## config.mk

```make
export PLATFORM = sky130hd
export DESIGN_NAME = uart_tx_fifo
export DESIGN_NICKNAME = d
export VERILOG_FILES = /design/src/rtl/uart_tx_fifo.sv
export SDC_FILE = /design/constraint.sdc
export NUM_CORES = 1
export LEC_CHECK = 0
export BUFFER_PORTS_ARGS = -buffer_cell sky130_fd_sc_hd__buf_2
export CAP_MARGIN = 20
export CORE_UTILIZATION = 55
export DETAILED_ROUTE_END_ITERATION = 12
export GPL_TIMING_DRIVEN = 0
export PLACE_DENSITY = 0.75
export SLEW_MARGIN = 40
export SYNTH_ARGS = -nofsm -noshare
export SYNTH_HDL_FRONTEND = slang
export SYNTH_SLANG_ARGS = --single-unit
```

## constraint.sdc

```tcl
create_clock -name clk -period 2.4 [get_ports clk]
set_clock_uncertainty 0.05 [all_clocks]
set_input_delay 0.72 -clock clk [delete_from_list [all_inputs] [get_ports clk]]
set_output_delay 0.72 -clock clk [all_outputs]
set_load 0.02 [all_outputs]
```

## src/rtl/uart_tx_fifo.sv

```systemverilog
// rtl/uart_tx_fifo.sv - byte FIFO and launch controller feeding the UART transmitter
// Optional sticky overflow flag built when UART_TXF_OVF_FLAG_EN is defined.
module uart_tx_fifo #(
    parameter int DBIT   = 8,
    parameter int ADDR_W = 4
) (
    input  logic              clk,
    input  logic              reset,
    input  logic              wr_en,
    input  logic [DBIT-1:0]   wr_data,
    output logic              full,
    output logic              empty,
    output logic [ADDR_W:0]   count,
    output logic              tx_start,
    output logic [DBIT-1:0]   tx_data,
    input  logic              tx_done_tick,
    output logic              ovf
);

    localparam int DEPTH = 1 << ADDR_W;
    localparam logic [ADDR_W:0] FULL_CNT = {1'b1, {ADDR_W{1'b0}}};

    typedef enum logic {
        S_IDLE = 1'b0,
        S_WAIT = 1'b1
    } state_t;

    state_t              state_q, state_d;
    logic [ADDR_W-1:0]   wp_q, wp_d;
    logic [ADDR_W-1:0]   rp_q, rp_d;
    logic [ADDR_W:0]     count_q, count_d;
    logic                tx_start_q, tx_start_d;
    logic [DBIT-1:0]     tx_data_q, tx_data_d;
    logic [DBIT-1:0]     mem_q [DEPTH];
    logic                push, pop;

    assign full     = (count_q == FULL_CNT);
    assign empty    = (count_q == '0);
    assign count    = count_q;
    assign tx_start = tx_start_q;
    assign tx_data  = tx_data_q;

    // full/empty come from the registered count, so a write while full is
    // rejected even when a pop happens on the same edge.
    assign push = wr_en && !full;
    assign pop  = (state_q == S_IDLE) && !empty;

    always_comb begin
        state_d    = state_q;
        wp_d       = wp_q;
        rp_d       = rp_q;
        count_d    = count_q;
        tx_start_d = 1'b0;
        tx_data_d  = tx_data_q;

        if (push) begin
            wp_d = wp_q + ADDR_W'(1);
        end

        case (state_q)
            S_IDLE: begin
                if (pop) begin
                    tx_data_d  = mem_q[rp_q];
                    rp_d       = rp_q + ADDR_W'(1);
                    tx_start_d = 1'b1;
                    state_d    = S_WAIT;
                end
            end
            S_WAIT: begin
                if (tx_done_tick) begin
                    state_d = S_IDLE;
                end
            end
            default: state_d = S_IDLE;
        endcase

        case ({push, pop})
            2'b10:   count_d = count_q + (ADDR_W+1)'(1);
            2'b01:   count_d = count_q - (ADDR_W+1)'(1);
            default: count_d = count_q;
        endcase
    end

    always_ff @(posedge clk or negedge reset) begin
        if (!reset) begin
            state_q    <= S_IDLE;
            wp_q       <= '0;
            rp_q       <= '0;
            count_q    <= '0;
            tx_start_q <= 1'b0;
            tx_data_q  <= '0;
        end else begin
            state_q    <= state_d;
            wp_q       <= wp_d;
            rp_q       <= rp_d;
            count_q    <= count_d;
            tx_start_q <= tx_start_d;
            tx_data_q  <= tx_data_d;
        end
    end

    // Storage array carries no reset; stale entries are never read.
    always_ff @(posedge clk) begin
        if (push) begin
            mem_q[wp_q] <= wr_data;
        end
    end

`ifdef UART_TXF_OVF_FLAG_EN
    logic ovf_q, ovf_d;

    always_comb begin
        ovf_d = ovf_q | (wr_en & full);
    end

    always_ff @(posedge clk or negedge reset) begin
        if (!reset) begin
            ovf_q <= 1'b0;
        end else begin
            ovf_q <= ovf_d;
        end
    end

    assign ovf = ovf_q;
`else
    assign ovf = 1'b0;
`endif

endmodule
```

# Word-level counts from Yosys, hierarchy flattened
# Memory sizes are Yosys's and may differ from the RTL's. A register that Yosys moved wholly into a read port is not among the register bits.
# Index checks and enable logic that the tools add are counted.
word_totals:
  mem_count: 1
  mem_bits_rw: 128
  register_bits: 15
  output_inout_bits: 17
  elab_cells: 29
  inputBits: 12
mem_list:
  columns: ["memory", "depth", "width", "rd", "rd_clocked_by_memory_dff", "wr", "line", "text"]
  rows:
  - ["mem_q", 16, 8, 1, 1, 1, "34", "logic [DBIT-1:0] mem_q [DEPTH];"]
classes:
  mux: 7
  reduce_logical: 8
  bitwise_logic: 1
  n_eq_ne: 3
  add_sub_neg: 4
ops:
  columns: ["cell", "n"]
  rows:
  - ["case mux 5 bit (2 select lines)", 1]
  - ["adder 4 x 1 -> 4 bit (second input constant)", 2]
  - ["adder 5 x 1 -> 5 bit (second input constant)", 1]
  - ["equality test 5 bit (second input constant)", 1]
  - ["zero test 5 bit", 1]
  - ["2-to-1 mux 1 bit", 5]
  - ["subtractor 5 x 1 -> 5 bit (second input constant)", 1]
  - ["zero test 1 bit", 3]
  - ["equality test 2 x 1 -> 1 bit (second input constant)", 1]
  - ["equality test 2 bit (second input constant)", 1]
  - ["logical AND 1 bit", 2]
  - ["case mux 1 bit (2 select lines)", 1]
  - ["AND reduction 2 bit", 1]
  - ["nonzero test 2 bit", 1]
  - ["NOT 1 bit", 1]

# Longest topological paths before layout
# Gate-level depths: netlist of the first run.
logic_depth:
  depth_word: 5
  mapped_depth: 13
  mapped_depth_nobuf: 12

# Least setup slack after synthesis of the first run
# OpenSTA, ideal clock, no wires.
synth_timing:
  kind: "flip-flop to flip-flop"
  startpoint: "register count_q[1], in the netlist count[1]"
  endpoint: "register count_q[4], in the netlist count[4]"
  t_arrival_ns: 2.663
  period_less_slack_ns: 2.843
  t_required_ns: 2.220
  path_buffers: 0
  setup_slack_ns: -0.443
  stages_incl_launch_ff: 12
  cell_sequence: "dfrtp_1 -> nor4_2 -> and2b_1 -> or2_4 -> inv_4 -> ha_1 -> ha_1 -> nor2b_1 -> o21ai_1 -> a21oi_1 -> or3b_1 -> xnor2_1"
synth_via:
  elab_chain_len: 5
  word_cells_on_any_way: 12
  cone_classes: "add/sub: 2; eq/ne: 3; mux: 1; reduce/logical: 6"
synth_rtl:
  columns: ["item", "line", "text"]
  rows:
  - ["start, declared", "31", "logic [ADDR_W:0] count_q, count_d;"]
  - ["start signal, assigned", "96", "count_q <= count_d;"]
  - ["zero test 5 bit *", "38", "assign empty = (count_q == '0);"]
  - ["net empty", "12", "output logic empty,"]
  - ["zero test 1 bit *", "46", "assign pop = (state_q == S_IDLE) && !empty;"]
  - ["logical AND 1 bit *", "46", null]
  - ["equality test 2 x 1 -> 1 bit / equality test 2 bit (equally long branches)", "77", "case ({push, pop})"]
  - ["case mux 5 bit (2 select lines) / nonzero test 2 bit (equally long branches)", null, null]
# Mark *: on every way through the listed nets, which the timed path passes. The rest lies on a longest branch.
# A chain may end at the register's enable or synchronous reset.

# Worst setup path after layout of the first run
layout_timing:
  startpoint: "register count_q[2], in the netlist count[2]"
  endpoint: "register count_q[4], in the netlist count[4]"
layout_via:
  elab_chain_len: 5
  word_cells_on_any_way: 12
  cone_classes: "add/sub: 2; eq/ne: 3; mux: 1; reduce/logical: 6"
layout_rtl:
  columns: ["item", "line"]
  rows:
  - ["equality test 5 bit / zero test 5 bit (equally long branches)", "37, 38"]
  - ["zero test 1 bit (on tied branches)", "45, 46"]
  - ["logical AND 1 bit (on tied branches)", "45, 46"]
  - ["equality test 2 x 1 -> 1 bit / equality test 2 bit (equally long branches)", "77"]
  - ["case mux 5 bit (2 select lines) / nonzero test 2 bit (equally long branches)", null]
# Parallel ways exist; a longest one is shown, timed or not.

==> flow_summary.json, run 1 <==
{
  "most-common-layout-cells": "sky130_fd_sc_hd__edfxtp_1 (128), sky130_fd_sc_hd__buf_2 (30), sky130_fd_sc_hd__mux4_2 (29)",
  "detail_route.drc_violations": 0,
  "dp_hpwl_um": 7550,
  "cts-buffers-inserted": 17,
  "grt_pass1_vias": 3096,
  "failing_checks": "setup timing",
  "num_antenna_cells": 0,
  "vias": 3057,
  "n_fill_cell": 666,
  "grt.overflow.total": 0,
  "synth_compound_area_share_pct": 2.11,
  "path_cells": "nor4_4 > and2b_2 > or2_4 > inv_6 > ha_4 > ha_4 > nor2b_2 > o21ai_2 > a21oi_1 > or3b_4 > xnor2_1",
  "max_cap_viol_count": 0,
  "detailedRoute.firstIterationViolations": 287,
  "cts_hold_repair.buffers": 0,
  "syn-num-nets": 338,
  "initial_utilization_pct": 57.7,
  "path_depth_of_the_worst_reg2reg_path": 11,
  "timing.critical_path.required_ns": 2.76,
  "setup_ws_post_layout_ns": -0.192,
  "drt-total-wl_um": 11700,
  "synth_cells": 316,
  "grt_max_degree": 24,
  "timing.critical_path.to_type": "flip-flop",
  "share_of_synthesized_cell_area_in_and_or_nand_and_nor_gates_pct": 4.11,
  "cp.arrival_ns": 2.95,
  "htree_levels": 4,
  "power.density_cell_area_nw_per_um2": 1230,
  "placement_rows": 37,
  "worst_r2r_endpoint": "count[4]",
  "wire_per_inst_um": 22.5,
  "final-max-slew-violation-count": 0,
  "rsz0062_at_grt": "true",
  "max_buffers_root_to_sink": 2,
  "core_um2": 10500,
  "grt_use_total_pct": 23.0,
  "ctsRootBufferMaster": "sky130_fd_sc_hd__clkbuf_8",
  "critical_path.max_stage_delay_ns": 0.42,
  "maxSlewHeadroom_pct": 49.7,
  "clock_insertion_delay_worst_skew_ns": 0.53,
  "syn_avg_cell_area_um2": 19.2,
  "worst-path-max-fanout": 7,
  "critPathTopFamily": "simple AND/OR/NAND/NOR gates",
  "setup_viol": 3,
  "boundaryPins": 29,
  "post-route-period-util_pct": 108,
  "mostFrequentLayoutCell": "sky130_fd_sc_hd__edfxtp_1",
  "yosys_warnings": 0,
  "grt_first_pass_wirelength_um": 18200,
  "max_freq_mhz": 386,
  "leakage_nw": 2.49,
  "setup.reg_to_reg.worst_slack_ns": -0.19,
  "chipWidth_um": 107,
  "final_hold_viol_count": 0,
  "cts_tree": "yes",
  "post_synth_fa_ha_maj_area_fraction_pct": 2.19,
  "crit_start": "count[2]",
  "synth_cell_type_count": 39,
  "status": "finished, violations left",
  "period_needed_ns": 2.59,
  "synth.area.mux_share_pct": 14.7,
  "rr_startpoint": "count[2]",
  "ant_nets": 0,
  "cp_common_cell": "sky130_fd_sc_hd__ha_4",
  "vdd_ir_drop_max_mv": 0.726,
  "drt_pre_antenna_iters": 4,
  "timing.critical_path.buf_inv": 1,
  "dieHeight_um": 107,
  "timing.setup.critical_path_class": "reg -> reg",
  "postLayoutCellArea_um2": 7080,
  "design.die.area_um2": 11400,
  "timing.hold.ws_ns": 0.119,
  "yosys.area_share.xor_xnor_pct": 1.45,
  "number_of_antenna_violations_at_the_first_check_in_global_routing": 0,
  "crit_path_start_kind": "flip-flop",
  "clock-sinks": 151,
  "worst-slew-pin-transition_ns": 0.750,
  "synth_top_family_by_area": "multiplexers",
  "final_layout_size_suffix_gt1_share_pct": 37.9,
  "numPortBuffers": 27,
  "placedInstanceArea_um2": 6450,
  "holdCritPathClass": "in -> async",
  "cts.reportedPaths.clkPinSlew_ns": 0.06,
  "timing.critical_path.slowest_stage_cell": "sky130_fd_sc_hd__dfrtp_2",
  "layout-area-overhead-vs-synth_pct": 16.9,
  "synth.yosys.seq_area_share_pct": 72.9,
  "design.final.nets": 392,
  "routabilityCongestion": 0.751,
  "synth.ff_latch_count": 151,
  "drt-vias-per-instance": 5.89,
  "netlist_area_before_placement_um2": 6060
}
## worst max-delay path by stage
| stage | to | slack, ns | cells after the start |
|---|---|---|---|
| 2_1_floorplan | count[4] | -0.23 | 13 |
| 3_3_place_gp | mem_q[3][5] | -0.45 | 5 |
| 3_5_place_dp | count[4] | -0.42 | 13 |
| 4_1_cts | count[4] | -0.21 | 11 |
| 5_1_grt | count[4] | -0.25 | 12 |
| 6_report | count[4] | -0.19 | 11 |
## through the flow
step	util, %	setup TNS (ns)	worst slack (ns)	std cells	power (mW)
after detailed placement	61.4	-0.663	-0.422	480	6.27
after global placement	61.0	-12.62	-0.449	479	6.11
after global routing	67.4	-0.412	-0.250	519	9.10
after floorplan	-	-0.233	-0.233	316	5.44
after CTS	67.0	-0.342	-0.214	519	8.67
final	67.4	-0.247	-0.192	519	8.70
## synth_stat cells, drive strengths merged
cell,count,area (um2)
a2111oi,1,15.0
a21o,1,7.51
a21oi,2,10.0
a311oi,1,8.76
and2,1,6.26
and2b,1,7.51
buf,14,97.6
clkbuf,3,11.3
conb,1,3.75
dfrtp,23,576
edfxtp,128,3840
fa,1,20.0
ha,9,113
inv,10,40.1
mux2i,16,160
mux4,32,732
nand2,22,87.6
nand2b,2,12.5
nand3,1,5.00
nand4,2,12.5
nor2,13,48.8
nor2b,2,12.5
nor3,4,20.0
nor4,1,12.5
o21ai,5,25.0
o221ai,7,61.3
or2,1,8.76
or3,1,6.26
or3b,1,8.76
xnor2,8,70.1
xor2,2,17.5
## layer usage
metal | vias up | wire length, um | track usage (%)
li1 | 1354 | - | -
met1 | 1577 | 5040 | 32.5
met2 | 105 | 5720 | 35.3
met3 | 21 | 684 | 4.86
met4 | 0 | 240 | 9.10
met5 | - | 0 | 0
## state kept, by name, indices dropped and copies added, names as in the netlist
signal	count
mem_q	128
tx_data	8
count	5
rp_q	4
wp_q	4
state_q	1
tx_start	1
## area by class of cell
type                       instances  area [um2]  area share (%)
inverter                          10        45.0           0.636
sequential                       151        4420            62.5
clock buffer                      17         414            5.85
clock inverter                    15         103            1.45
tap                              136         170            2.40
multi-input combinational        138        1610            22.7
timing repair buffer              36         215            3.04
buffer                            16         104            1.47
## cell families after synthesis
logic type | count (synthesis)
fa+ha+maj | 10
flops | 151
mux | 48
other cells | 1
xor+xnor | 10
simple gates | 52
buf+inv | 27
compound gates | 17
## timing repair
action,CTS,global route
resized for setup,8,4
pin swaps,8,4
setup endpoints to repair,4,4
setup buffers,8,2
## where the power goes
part | leakage (nW) | internal [mW] | total, mW | switching [mW]
combinational | 0.814 | 1.28 | 2.91 | 1.63
clock | 0.252 | 1.27 | 2.32 | 1.05
sequential | 1.43 | 3.28 | 3.47 | 0.195
No activity file was read; power rests on OpenSTA's default activity.
==> inputs of run 2 (changes only) <==
--- a/config.mk
+++ b/config.mk
@@ -7,10 +7,12 @@
 export LEC_CHECK = 0
 export BUFFER_PORTS_ARGS = -buffer_cell sky130_fd_sc_hd__buf_2
 export CAP_MARGIN = 20
-export CORE_UTILIZATION = 55
+export CELL_PAD_IN_SITES_DETAIL_PLACEMENT = 0
+export CELL_PAD_IN_SITES_GLOBAL_PLACEMENT = 1
+export CORE_UTILIZATION = 48
 export DETAILED_ROUTE_END_ITERATION = 12
 export GPL_TIMING_DRIVEN = 0
-export PLACE_DENSITY = 0.75
+export PLACE_DENSITY_LB_ADDON = 0.1
 export SLEW_MARGIN = 40
 export SYNTH_ARGS = -nofsm -noshare
 export SYNTH_HDL_FRONTEND = slang
==> flow_summary.json, run 2 (synthesis gave the netlist of run 1 again) <==
{
  "status": "finished, violations left",
  "failing_checks": "setup timing",
  "initial_utilization_pct": 49.8,
  "grt_use_total_pct": 20.4,
  "gr-usage-met2_pct": 31.5,
  "timing.setup.tns_ns": -0.215,
  "drt-vias-per-instance": 5.36,
  "cp.arrival_ns": 2.86,
  "cts-buffers-inserted": 17,
  "drt_pre_antenna_iters": 5,
  "clock_insertion_delay_worst_skew_ns": 0.42,
  "design.die.area_um2": 13100,
  "routabilityCongestion": 0.693,
  "timing.setup.critical_path_class": "reg -> reg",
  "dieHeight_um": 114,
  "htree_levels": 4,
  "largest_register_ff_count": 128,
  "wire_per_inst_um": 21.3,
  "grt_max_degree": 24,
  "critical_path.max_stage_delay_ns": 0.43,
  "period_needed_ns": 2.61,
  "chipWidth_um": 114,
  "gr-max-usage-layer": "met2",
  "max_freq_mhz": 384,
  "final-max-slew-violation-count": 0,
  "clock-sinks": 151,
  "n_fill_cell": 901,
  "design.final.nets": 398,
  "timing.hold.ws_ns": 0.247,
  "power.density_cell_area_nw_per_um2": 1240,
  "grt_pass1_vias": 3131,
  "grt_util_met3_pct": 4.82,
  "setup_viol": 2,
  "numPortBuffers": 27,
  "setup_ws_post_layout_ns": -0.205,
  "final_hold_viol_count": 0,
  "number_of_antenna_violations_at_the_first_check_in_global_routing": 0,
  "netSwitchingPower_mw": 2.75,
  "detail_route.drc_violations": 0,
  "grt.met1_usage_pct": 27.9,
  "maxSlewHeadroom_pct": 58.4,
  "layout-area-overhead-vs-synth_pct": 19.3,
  "timing.critical_path.slowest_stage_cell": "sky130_fd_sc_hd__dfrtp_2",
  "max_cap_viol_count": 0,
  "num_antenna_cells": 0,
  "share_comb_of_total_power_pct": 32.4,
  "drt-total-wl_um": 11900,
  "final_layout_size_suffix_gt1_share_pct": 38.0,
  "rsz0062_at_grt": "true",
  "register_share_of_total_power_pct": 38.7,
  "mostFrequentLayoutCell": "sky130_fd_sc_hd__edfxtp_1",
  "vdd_ir_drop_max_mv": 0.537,
  "path_cells": "nor4_4 > and2b_2 > or2_4 > inv_6 > ha_4 > buf_4 > ha_1 > o21ai_2 > nand3_1 > or3b_4 > xnor2_2",
  "post-route-period-util_pct": 109,
  "leakage_nw": 2.55,
  "largest-register": "mem_q",
  "setup.reg_to_reg.worst_slack_ns": -0.21,
  "crit_path_start_kind": "flip-flop",
  "grt.overflow.total": 0,
  "boundaryPins": 29,
  "ctsRootBufferMaster": "sky130_fd_sc_hd__clkbuf_16",
  "most-common-layout-cells": "sky130_fd_sc_hd__edfxtp_1 (128), sky130_fd_sc_hd__buf_2 (32), sky130_fd_sc_hd__mux4_2 (29)",
  "ant_nets": 0,
  "placement_rows": 40,
  "worst-path-max-fanout": 7,
  "grt_first_pass_wirelength_um": 18200,
  "max_buffers_root_to_sink": 2,
  "cts_hold_repair.buffers": 0,
  "timing.critical_path.to_type": "flip-flop",
  "netSwitchingFraction_pct": 30.8,
  "clock_power_share_pct": 28.9,
  "timing.critical_path.required_ns": 2.66,
  "vias": 2986,
  "core_um2": 12200,
  "detailedRoute.firstIterationViolations": 202,
  "cts_tree": "yes",
  "holdCritPathClass": "in -> async",
  "power.internal_mw": 6.20,
  "worst-slew-pin-transition_ns": 0.624,
  "cts.reportedPaths.clkPinSlew_ns": 0.05,
  "dp_hpwl_um": 7640
}
[run 2: area by class of cell]
type                       count  area (um2)  share of cell area, %
inverter                      10        47.5                  0.657
sequential                   151        4420                   61.2
tap                          168         210                   2.91
timing repair buffer          42         259                   3.58
clock inverter                11         131                   1.82
buffer                        16         104                   1.44
clock buffer                  21         440                   6.09
multi-input combinational    138        1620                   22.3
[run 2: timing repair]
| action | in CTS | in global routing |
|---|---|---|
| endpoints found under the setup margin | 3 | 4 |
| gates resized for setup | 13 | 5 |
| setup buffers | 10 | 2 |
| pin swaps | 7 | 7 |
| hold endpoints to repair | 0 | 0 |
[run 2: final timing paths]
path,start,to,depth (start not counted)
worst max-delay path,count[2],count[4],11
worst min-delay path,reset,count[2],1
worst max register to register,count[2],count[4],11
worst min register to register,tx_data[4],tx_data[4],2
max in group asynchronous,reset,count[1],1
min in group clk,tx_done_tick,state_q,2
[run 2: worst max-delay path, delay by kind of cell (launching register included)]
| kind | cells | cell delay (ns) |
|---|---|---|
| DFF | 1 | 0.43 |
| AOI/OAI and AO/OA | 1 | 0.08 |
| and+or+nand+nor | 5 | 1.11 |
| adders and majority gates | 2 | 0.48 |
| xor gates and xnor gates | 1 | 0.13 |
| buffers and inverters | 2 | 0.20 |
[run 2: power groups by stage]
stage	Clock [mW]	Combinational [mW]	Sequential (mW)
floorplan	0	1.82	3.62
global placement	0	2.64	3.52
detailed placement	0	2.72	3.53
CTS	2.62	2.89	3.48
global route	2.73	3.17	3.51
finish	2.58	2.90	3.47
[run 2: routing by layer]
layer / share of wire, % / vias to the layer above / routed length, um
li1: - / 1357 / -
met1: 45 / 1532 / 5290
met2: 48 / 80 / 5680
met3: 5.3 / 17 / 623
met4: 2.2 / 0 / 255
met5: 0 / - / 0
[run 2: stage by stage]
stage	area (um2)	util, %	instances	setup slack (ns)	power, mW
3_5_place_dp	6520	53.6	515	-0.403	6.25
4_1_cts	7200	59.2	557	-0.241	8.99
3_3_place_gp	6450	53.0	511	-0.480	6.16
5_1_grt	7230	59.5	557	-0.337	9.40
2_1_floorplan	6100	-	316	-0.233	5.44
6_report	7230	59.5	557	-0.205	8.95
